`src/rtl/muldiv_sequencer.sv`:
```
// muldiv_sequencer
// Multi-cycle unsigned multiply/divide engine that owns the HI/LO registers
// for the execute stage. A start launches a shift-add multiply or a restoring
// divide that retires one bit per cycle. The result is committed to HI/LO in a
// single DONE cycle. While an op is in flight, any HI/LO access or a second
// start from execute is held off through stall.
//
// Ports
//   clock    rising-edge clock
//   reset_n  asynchronous active-low reset
//   start    execute holds MULT/DIV this cycle
//   is_div   1 = divide, 0 = multiply (sampled with start)
//   op_a     multiplicand / dividend; also the MTHI/MTLO source
//   op_b     multiplier / divisor
//   rd_req   execute holds MFHI/MFLO
//   wr_hi    MTHI: load HI from op_a (IDLE only)
//   wr_lo    MTLO: load LO from op_a (IDLE only)
//   flush    squash the in-flight op
//   busy     op in flight (MUL or DIV state)
//   done     one-cycle pulse in the commit cycle
//   stall    hold fetch/decode/execute this cycle
//   hi, lo   HI and LO registers

module muldiv_sequencer #(
    parameter int WIDTH = 32,
    parameter int CNT_W = 6      // 2**CNT_W must exceed WIDTH
) (
    input  logic             clock,
    input  logic             reset_n,
    input  logic             start,
    input  logic             is_div,
    input  logic [WIDTH-1:0] op_a,
    input  logic [WIDTH-1:0] op_b,
    input  logic             rd_req,
    input  logic             wr_hi,
    input  logic             wr_lo,
    input  logic             flush,
    output logic             busy,
    output logic             done,
    output logic             stall,
    output logic [WIDTH-1:0] hi,
    output logic [WIDTH-1:0] lo
);

    typedef enum logic [1:0] {
        IDLE = 2'd0,
        MUL  = 2'd1,
        DIV  = 2'd2,
        DONE = 2'd3
    } state_t;

    state_t state, state_next;

    logic [CNT_W-1:0] count;
    // Multiply: operand = multiplicand, {work_hi, work_lo} = partial product
    //           with the unconsumed multiplier bits in the low half.
    // Divide:   operand = divisor, work_hi = partial remainder,
    //           work_lo = dividend bits shifting out / quotient bits shifting in.
    logic [WIDTH-1:0] operand;
    logic [WIDTH-1:0] work_hi;
    logic [WIDTH-1:0] work_lo;

    logic             load;
    logic             iterate;
    logic             commit;
    logic             last_iter;

    logic [WIDTH:0]   mul_sum;
    logic [WIDTH:0]   div_shift;
    logic [WIDTH-1:0] div_diff;
    logic             div_fits;
    logic [WIDTH-1:0] step_hi;
    logic [WIDTH-1:0] step_lo;

    assign last_iter = (count == CNT_W'(WIDTH - 1));

    // One iteration of either algorithm.
    // Multiply: add the multiplicand when the low multiplier bit is set, then
    //           shift the whole product right. The carry enters the top bit.
    // Divide:   shift the next dividend bit into the remainder and subtract
    //           when it fits. The quotient bit enters from the right.
    //           A zero divisor always "fits", which yields an all-ones
    //           quotient and leaves the dividend as the remainder.
    always_comb begin
        mul_sum   = {1'b0, work_hi} + (work_lo[0] ? {1'b0, operand} : {(WIDTH+1){1'b0}});
        div_shift = {work_hi, work_lo[WIDTH-1]};
        div_fits  = (div_shift >= {1'b0, operand});
        // When div_fits holds, the true difference is below the divisor,
        // so the modular WIDTH-bit subtraction is exact.
        div_diff  = div_shift[WIDTH-1:0] - operand;
        if (state == DIV) begin
            step_hi = div_fits ? div_diff : div_shift[WIDTH-1:0];
            step_lo = {work_lo[WIDTH-2:0], div_fits};
        end else begin
            step_hi = mul_sum[WIDTH:1];
            step_lo = {mul_sum[0], work_lo[WIDTH-1:1]};
        end
    end

    always_ff @(posedge clock or negedge reset_n) begin
        if (!reset_n) begin
            state <= IDLE;
        end else begin
            state <= state_next;
        end
    end

    // Flush overrides everything, including a start in IDLE and the commit in DONE.
    always_comb begin
        state_next = state;
        load       = 1'b0;
        iterate    = 1'b0;
        commit     = 1'b0;
        case (state)
            IDLE: begin
                if (!flush && start) begin
                    load       = 1'b1;
                    state_next = is_div ? DIV : MUL;
                end
            end
            MUL, DIV: begin
                if (flush) begin
                    state_next = IDLE;
                end else begin
                    iterate = 1'b1;
                    if (last_iter) begin
                        state_next = DONE;
                    end
                end
            end
            DONE: begin
                state_next = IDLE;
                commit     = !flush;
            end
            default: state_next = IDLE;
        endcase
    end

    assign busy  = (state == MUL) || (state == DIV);
    assign done  = (state == DONE) && !flush;
    assign stall = busy & (rd_req | wr_hi | wr_lo | start);

    always_ff @(posedge clock or negedge reset_n) begin
        if (!reset_n) begin
            count   <= '0;
            operand <= '0;
            work_hi <= '0;
            work_lo <= '0;
        end else if (load) begin
            // The product is commutative, so both algorithms can take op_a
            // into the low half and keep op_b as the fixed operand.
            count   <= '0;
            operand <= op_b;
            work_hi <= '0;
            work_lo <= op_a;
        end else if (iterate) begin
            count   <= count + CNT_W'(1);
            work_hi <= step_hi;
            work_lo <= step_lo;
        end
    end

    // MTHI/MTLO are accepted only in IDLE, and only when no start or flush
    // is present in the same cycle.
    always_ff @(posedge clock or negedge reset_n) begin
        if (!reset_n) begin
            hi <= '0;
            lo <= '0;
        end else if (commit) begin
            hi <= work_hi;
            lo <= work_lo;
        end else if ((state == IDLE) && !flush && !start) begin
            if (wr_hi) begin
                hi <= op_a;
            end
            if (wr_lo) begin
                lo <= op_a;
            end
        end
    end

endmodule

```
`config.mk`:
```
export PLATFORM = sky130hd
export DESIGN_NAME = muldiv_sequencer
export DESIGN_NICKNAME = d
export VERILOG_FILES = /design/src/rtl/muldiv_sequencer.sv
export SDC_FILE = /design/constraint.sdc
export NUM_CORES = 1
export LEC_CHECK = 0
export ABC_AREA = 1
export CORE_MARGIN = 2
export CORE_UTILIZATION = 54
export CTS_BUF_LIST = sky130_fd_sc_hd__clkbuf_4
export DETAILED_ROUTE_END_ITERATION = 10
export MAX_ROUTING_LAYER = met4
export PLACE_DENSITY_LB_ADDON = 0.1
export SYNTH_ARGS = -nofsm -noshare
export SYNTH_HDL_FRONTEND = slang
export SYNTH_SLANG_ARGS = --single-unit
export TNS_END_PERCENT = 5
```
`constraint.sdc`:
```
create_clock -name clock -period 2.9 [get_ports clock]
set_clock_uncertainty 0.2 [all_clocks]
set_input_delay 0.58 -clock clock [delete_from_list [all_inputs] [get_ports clock]]
set_output_delay 0.58 -clock clock [all_outputs]
set_load 0.1 [all_outputs]
```
-- Word level (Yosys, flattened, before mapping)
Cells that the tools add are included.
Widths: inputs -> output; s select.
- $add $sub $neg: 3
- eq/ne operators: 6
- mux-type cells: 26
- reduce and logical (&&, ||, !) cells: 16
- bitwise gates (word level): 4
- order comparisons: 1
- operators by type and width (kind ; number):
    $mux 32 ; 14
    $add 32x32->33 ; 1
    $ge 33x32->1 ; 1
    $sub 32x32->32 ; 1
    $mux 6 ; 2
    $mux 2 ; 4
    $reduce_bool 2->1 ; 4
    $add 6x1->6 const B ; 1
    $eq 6x5->1 const B ; 1
    $pmux 2 s3 ; 1
    $reduce_and 2->1 ; 3
    $mux 1 ; 5
    $eq 2x2->1 const B ; 2
    $logic_and 1x1->1 ; 4
    $ne 3x3->1 const B ; 1
    $or 1x1->1 ; 3
    $eq 2x1->1 const B ; 1
    $logic_not 1->1 ; 2
    $logic_not 2->1 ; 1
    $ne 2x2->1 const B ; 1
    $reduce_or 2->1 ; 1
    $and 1x1->1 ; 1
    $logic_or 1x1->1 ; 1
- bits in registers: 168
- input bits: 72
- logic and storage cells: 63
- output and inout bits: 67

-- Logic depth before layout (Yosys ltp)
- word-level depth: 5
- mapped depth: 20

-- Worst setup path before layout
No wires, ideal clock.
- kind: register to output
- start: register state[1]
- end: output stall
- stages on the path, launching flop included: 5
- arrival time: 2879 ps
- path slack: -759 ps
- path buffers: 0
- path through: dfrtp_1 inv_1 ha_1 inv_1 a21oi_1
- cells in the longest elaborated chain, start to end: 3
- RTL lines (what ; line ; text):
    start, declared ; 52 ; state_t state, state_next;
    start signal, assigned ; 104 ; state <= state_next;
    $eq 2x1->1 or $eq 2x2->1 (tied branches) ; 139 ; assign busy = (state == MUL) || (state == DIV);
    $logic_or 1x1->1 * ; 139 ;
    net busy ; 38 ; output logic busy,
    $and 1x1->1 * ; 141 ; assign stall = busy & (rd_req | wr_hi | wr_lo | start);
    end, declared ; 40 ; output logic stall,
Mark *: on every way through the listed nets, which the timed path passes. The rest lies on a longest branch.

-- Final worst setup path
- start: register work_lo[0]
- end: register work_hi[24]
- cells in the longest elaborated chain, start to end: 5
- RTL lines (what ; line ; text):
    start, declared ; 61 ; logic [WIDTH-1:0] work_lo;
    start signal, assigned ; 155 ; work_lo <= op_a;
    start signal, assigned ; 159 ; work_lo <= step_lo;
    $mux 32 ; 85 ; mul_sum = {1'b0, work_hi} + (work_lo[0] ? {1'b0, operand} : {(WIDTH+1){1'b0}});
    $add 32x32->33 ; 85 ;
    $mux 32 ; 91 ; if (state == DIV) begin
    $mux 32 ; 156 ; end else if (iterate) begin
    $mux 32 ; 149 ; end else if (load) begin
    end signal, assigned ; 158 ; work_hi <= step_hi;
    end, declared ; 60 ; logic [WIDTH-1:0] work_hi;
No other way between the ends. The select of a mux whose other input is x is not followed.
A chain may end at the register's enable or synchronous reset.

==> impl_metrics.toml <==
[status]
outcome = "finished clean"

[logic_synthesis]
yosysUniqueCellTypes = 41
synth.avg_cell_area_sq_um = 6.24
synth_nets = 2272
synth_edf_count = 0
synth_area_leaders = "dfrtp_1 32%, nand2_1 23%, inv_1 9.9%"
synth_top_flop_cell = "dfrtp_1"
postSynthCellCount = 2130
syn_area_sq_um = 13300
synth-seq-cells = 168
synth_area_leader_cell = "dfrtp_1"
synth_async_sr_flop_share_pct = 100
ys.warnings.count = 0
ys_seq_area_share_pct = 31.7
synth_top_area_share_pct = 31.7

[drt]
drt_iter0_drc = 1346
drc = 0
routed-via-count = 14300
drt_wl_total_mm = 46.0
wl_per_cell_microns = 17.5
drtPass1Iterations = 7
ant_nets = 0
vias_per_cell = 5.41

[sta]
finalSetupViolCount = 0
period_share_pct = 95.6
hold_ws_ns = 0.197
worst_slew_margin_rel_pct = 56.4
period_needed_ns = 2.77
hold_violations = 0
worst_slew_pin_slew_ns = 0.654
slew_viol_final = 0
clock.fmax_ghz = 0.361
rsz0062_at_grt = "yes"

[setup_path]
path_cells = "buf_12 > nand2_1 > inv_1 > ha_1 > a21oi_1 > o21bai_1 > a21oi_1 > nor2_1 > nor2_1 > nand2_1 > nand2_1 > nand3_1 > nand3_1 > nand2_1"
cp_slowest_cell = "dfrtp_2"
path_common_cell = "nand2_1"
critPathCaptureType = "register"
crit_fanout = 19
critPathKind = "register to register"
required_ns = 3.19
slowest_delay_ns = 0.48
cp_top_family = "simple AND/OR/NAND/NOR gates"
worst-path-buf-inv = 2
arrival_ns = 3.06
cp-start-kind = "register"

[clock_network]
cts.htree.levels = 4
clock_latency_ns = 0.60
cts_buffer_depth = 2
path_clk_slew_ns = 0.19
tritoncts = "built"
clock_sink_count = 168
root_buffer = "clkbuf_4"
numCtsBuffers = 17

[cells_and_area]
fillCellCount = 2298
syn2layout_area_growth_pct = 18.3
nNetsFinal = 2438
drive_gt1_share_pct = 10.6

[placement]
gp_congestion = 1.01
dp_hpwl_mm = 36.3
numPortBuffers = 138

[job]
max_cap_violations = 0

[floorplanning]
coreArea_sq_um = 24200
die_h_microns = 161
rows = 57
ios = 139
start_util_pct = 54.8
die_area_sq_um = 25900
die_x_microns = 161

[global_routing]
grt_overflow = 0
grt_start_max_net_pins = 66
grt_pass1_wl_mm = 72.9
grt_pass1_vias = 13700
grt_use_total_pct = 37.0
grt_antenna_before_repair = 1

[min_path]
hp-class = "input port to asynchronous set/reset pin"
==> registers in the layout (all words and copies together), names as in the netlist <==
register	count
hi	32
work_hi	32
work_lo	32
lo	32
operand	32
state	2
count	6
==> repair_timing <==
| action | in CTS | in global routing |
|---|---|---|
| hold buffers | 1 | 0 |
| setup buffers | 0 | 1 |
| endpoints found under the setup margin | 0 | 26 |
| gates resized for setup | 0 | 31 |
| endpoints found under the hold margin | 62 | 0 |
==> worst paths after layout <==
path,start,endpoint,slack (ns),cells past startpoint
min in group clock,lo[25]$_DFFE_PN0P_,lo[25]$_DFFE_PN0P_,0.30,2
max in group asynchronous,reset_n,count[4]$_DFFE_PN0P_,1.62,3
worst min register to register,lo[25]$_DFFE_PN0P_,lo[25]$_DFFE_PN0P_,0.30,2
worst min-delay path,reset_n,lo[5]$_DFFE_PN0P_,0.20,2
worst max-delay path,work_lo[0]$_DFFE_PN0P_,work_hi[24]$_DFFE_PN0P_,0.13,14
worst max register to register,work_lo[0]$_DFFE_PN0P_,work_hi[24]$_DFFE_PN0P_,0.13,14
==> metrics by stage <==
stage	worst slack [ns]	setup TNS, ns	utilization [%]	cells	cell area [sq um]
floorplan	0.0375	0	-	2130	13300
global placement	0.219	0	63.2	2599	15300
detailed placement	0.128	0	63.2	2599	15300
CTS	0.110	0	64.4	2632	15600
global route	-0.0190	-0.0452	64.8	2634	15700
finish	0.127	0	64.8	2634	15700
==> placed cells by master (no fill, tap or decap), types with 5 or more instances in the layout <==
cell type / netlist / layout
buf_12: 2 / 10
clkdlybuf4s50_1: 0 / 70
o21ai_0: 82 / 80
nor2_2: 8 / 19
o221ai_1: 30 / 30
nand2_2: 4 / 8
clkbuf_4: 0 / 18
buf_4: 0 / 135
xor2_1: 6 / 6
a21oi_1: 69 / 60
o21ai_1: 7 / 8
nand3b_1: 5 / 5
inv_1: 351 / 350
o21bai_1: 12 / 12
nand3_1: 193 / 192
a21oi_2: 3 / 11
o211ai_1: 20 / 20
nand4_1: 26 / 26
nand2_1: 803 / 799
ha_1: 68 / 65
nor2_1: 152 / 139
inv_8: 0 / 5
nand3_2: 5 / 6
nor3_1: 16 / 15
dfrtp_1: 168 / 166
==> cell type report <==
| cell class | count | area, sq um | share of cell area, % |
|---|---|---|---|
| clock inverters | 14 | 149 | 0.947 |
| diodes | 1 | 2.50 | 0.0159 |
| flip-flops and latches | 168 | 4210 | 26.8 |
| clock buffers | 18 | 135 | 0.860 |
| multi-input cells | 1537 | 7550 | 48.0 |
| inverters | 355 | 1330 | 8.48 |
| well taps | 324 | 405 | 2.58 |
| repair buffers | 217 | 1940 | 12.3 |
==> synth_stat cells (3+ instances only) <==
library cell,n
o21a_1,4
nand2_1,803
nand3b_1,5
buf_1,8
nor2_2,8
nand3_1,193
o21ai_0,82
nor2_1,152
inv_1,351
nand4_1,26
xnor2_1,3
o211ai_1,20
clkbuf_1,48
o21bai_1,12
a21oi_1,69
xor2_1,6
buf_2,10
nor3_1,16
nand3_2,5
ha_1,68
inv_2,3
a21oi_2,3
o21ai_1,7
or2_2,4
dfrtp_1,168
o221ai_1,30
nand2_2,4
==> cell families (layout without fill, tap and decap cells) <==
group | count (synthesis) | in the layout | share of synthesized area, %
simple gates | 1224 | 1224 | 38.0
buf+inv | 425 | 604 | 12.5
flops | 168 | 168 | 31.7
mux | 1 | 1 | 0.0754
fa+ha+maj | 70 | 70 | 6.71
other cells | 0 | 1 | 0
compound gates | 233 | 233 | 10.5
xor+xnor | 9 | 9 | 0.593
==> per-layer routing <==
metal  vias up  share of wire, %  routed length (microns)  global-route usage [%]
met1      6516                43                    19700                    49.2
li1       7052                 -                        -                       -
met5         -                 0                        0                       -
met4         0               2.7                     1260                    11.4
met3        79               8.2                     3760                    4.62
met2       609                46                    21300                    59.6
Power is left out: the tool's default activity adds up to more than one toggle a clock period on the data nets, which glitch-free logic cannot reach.
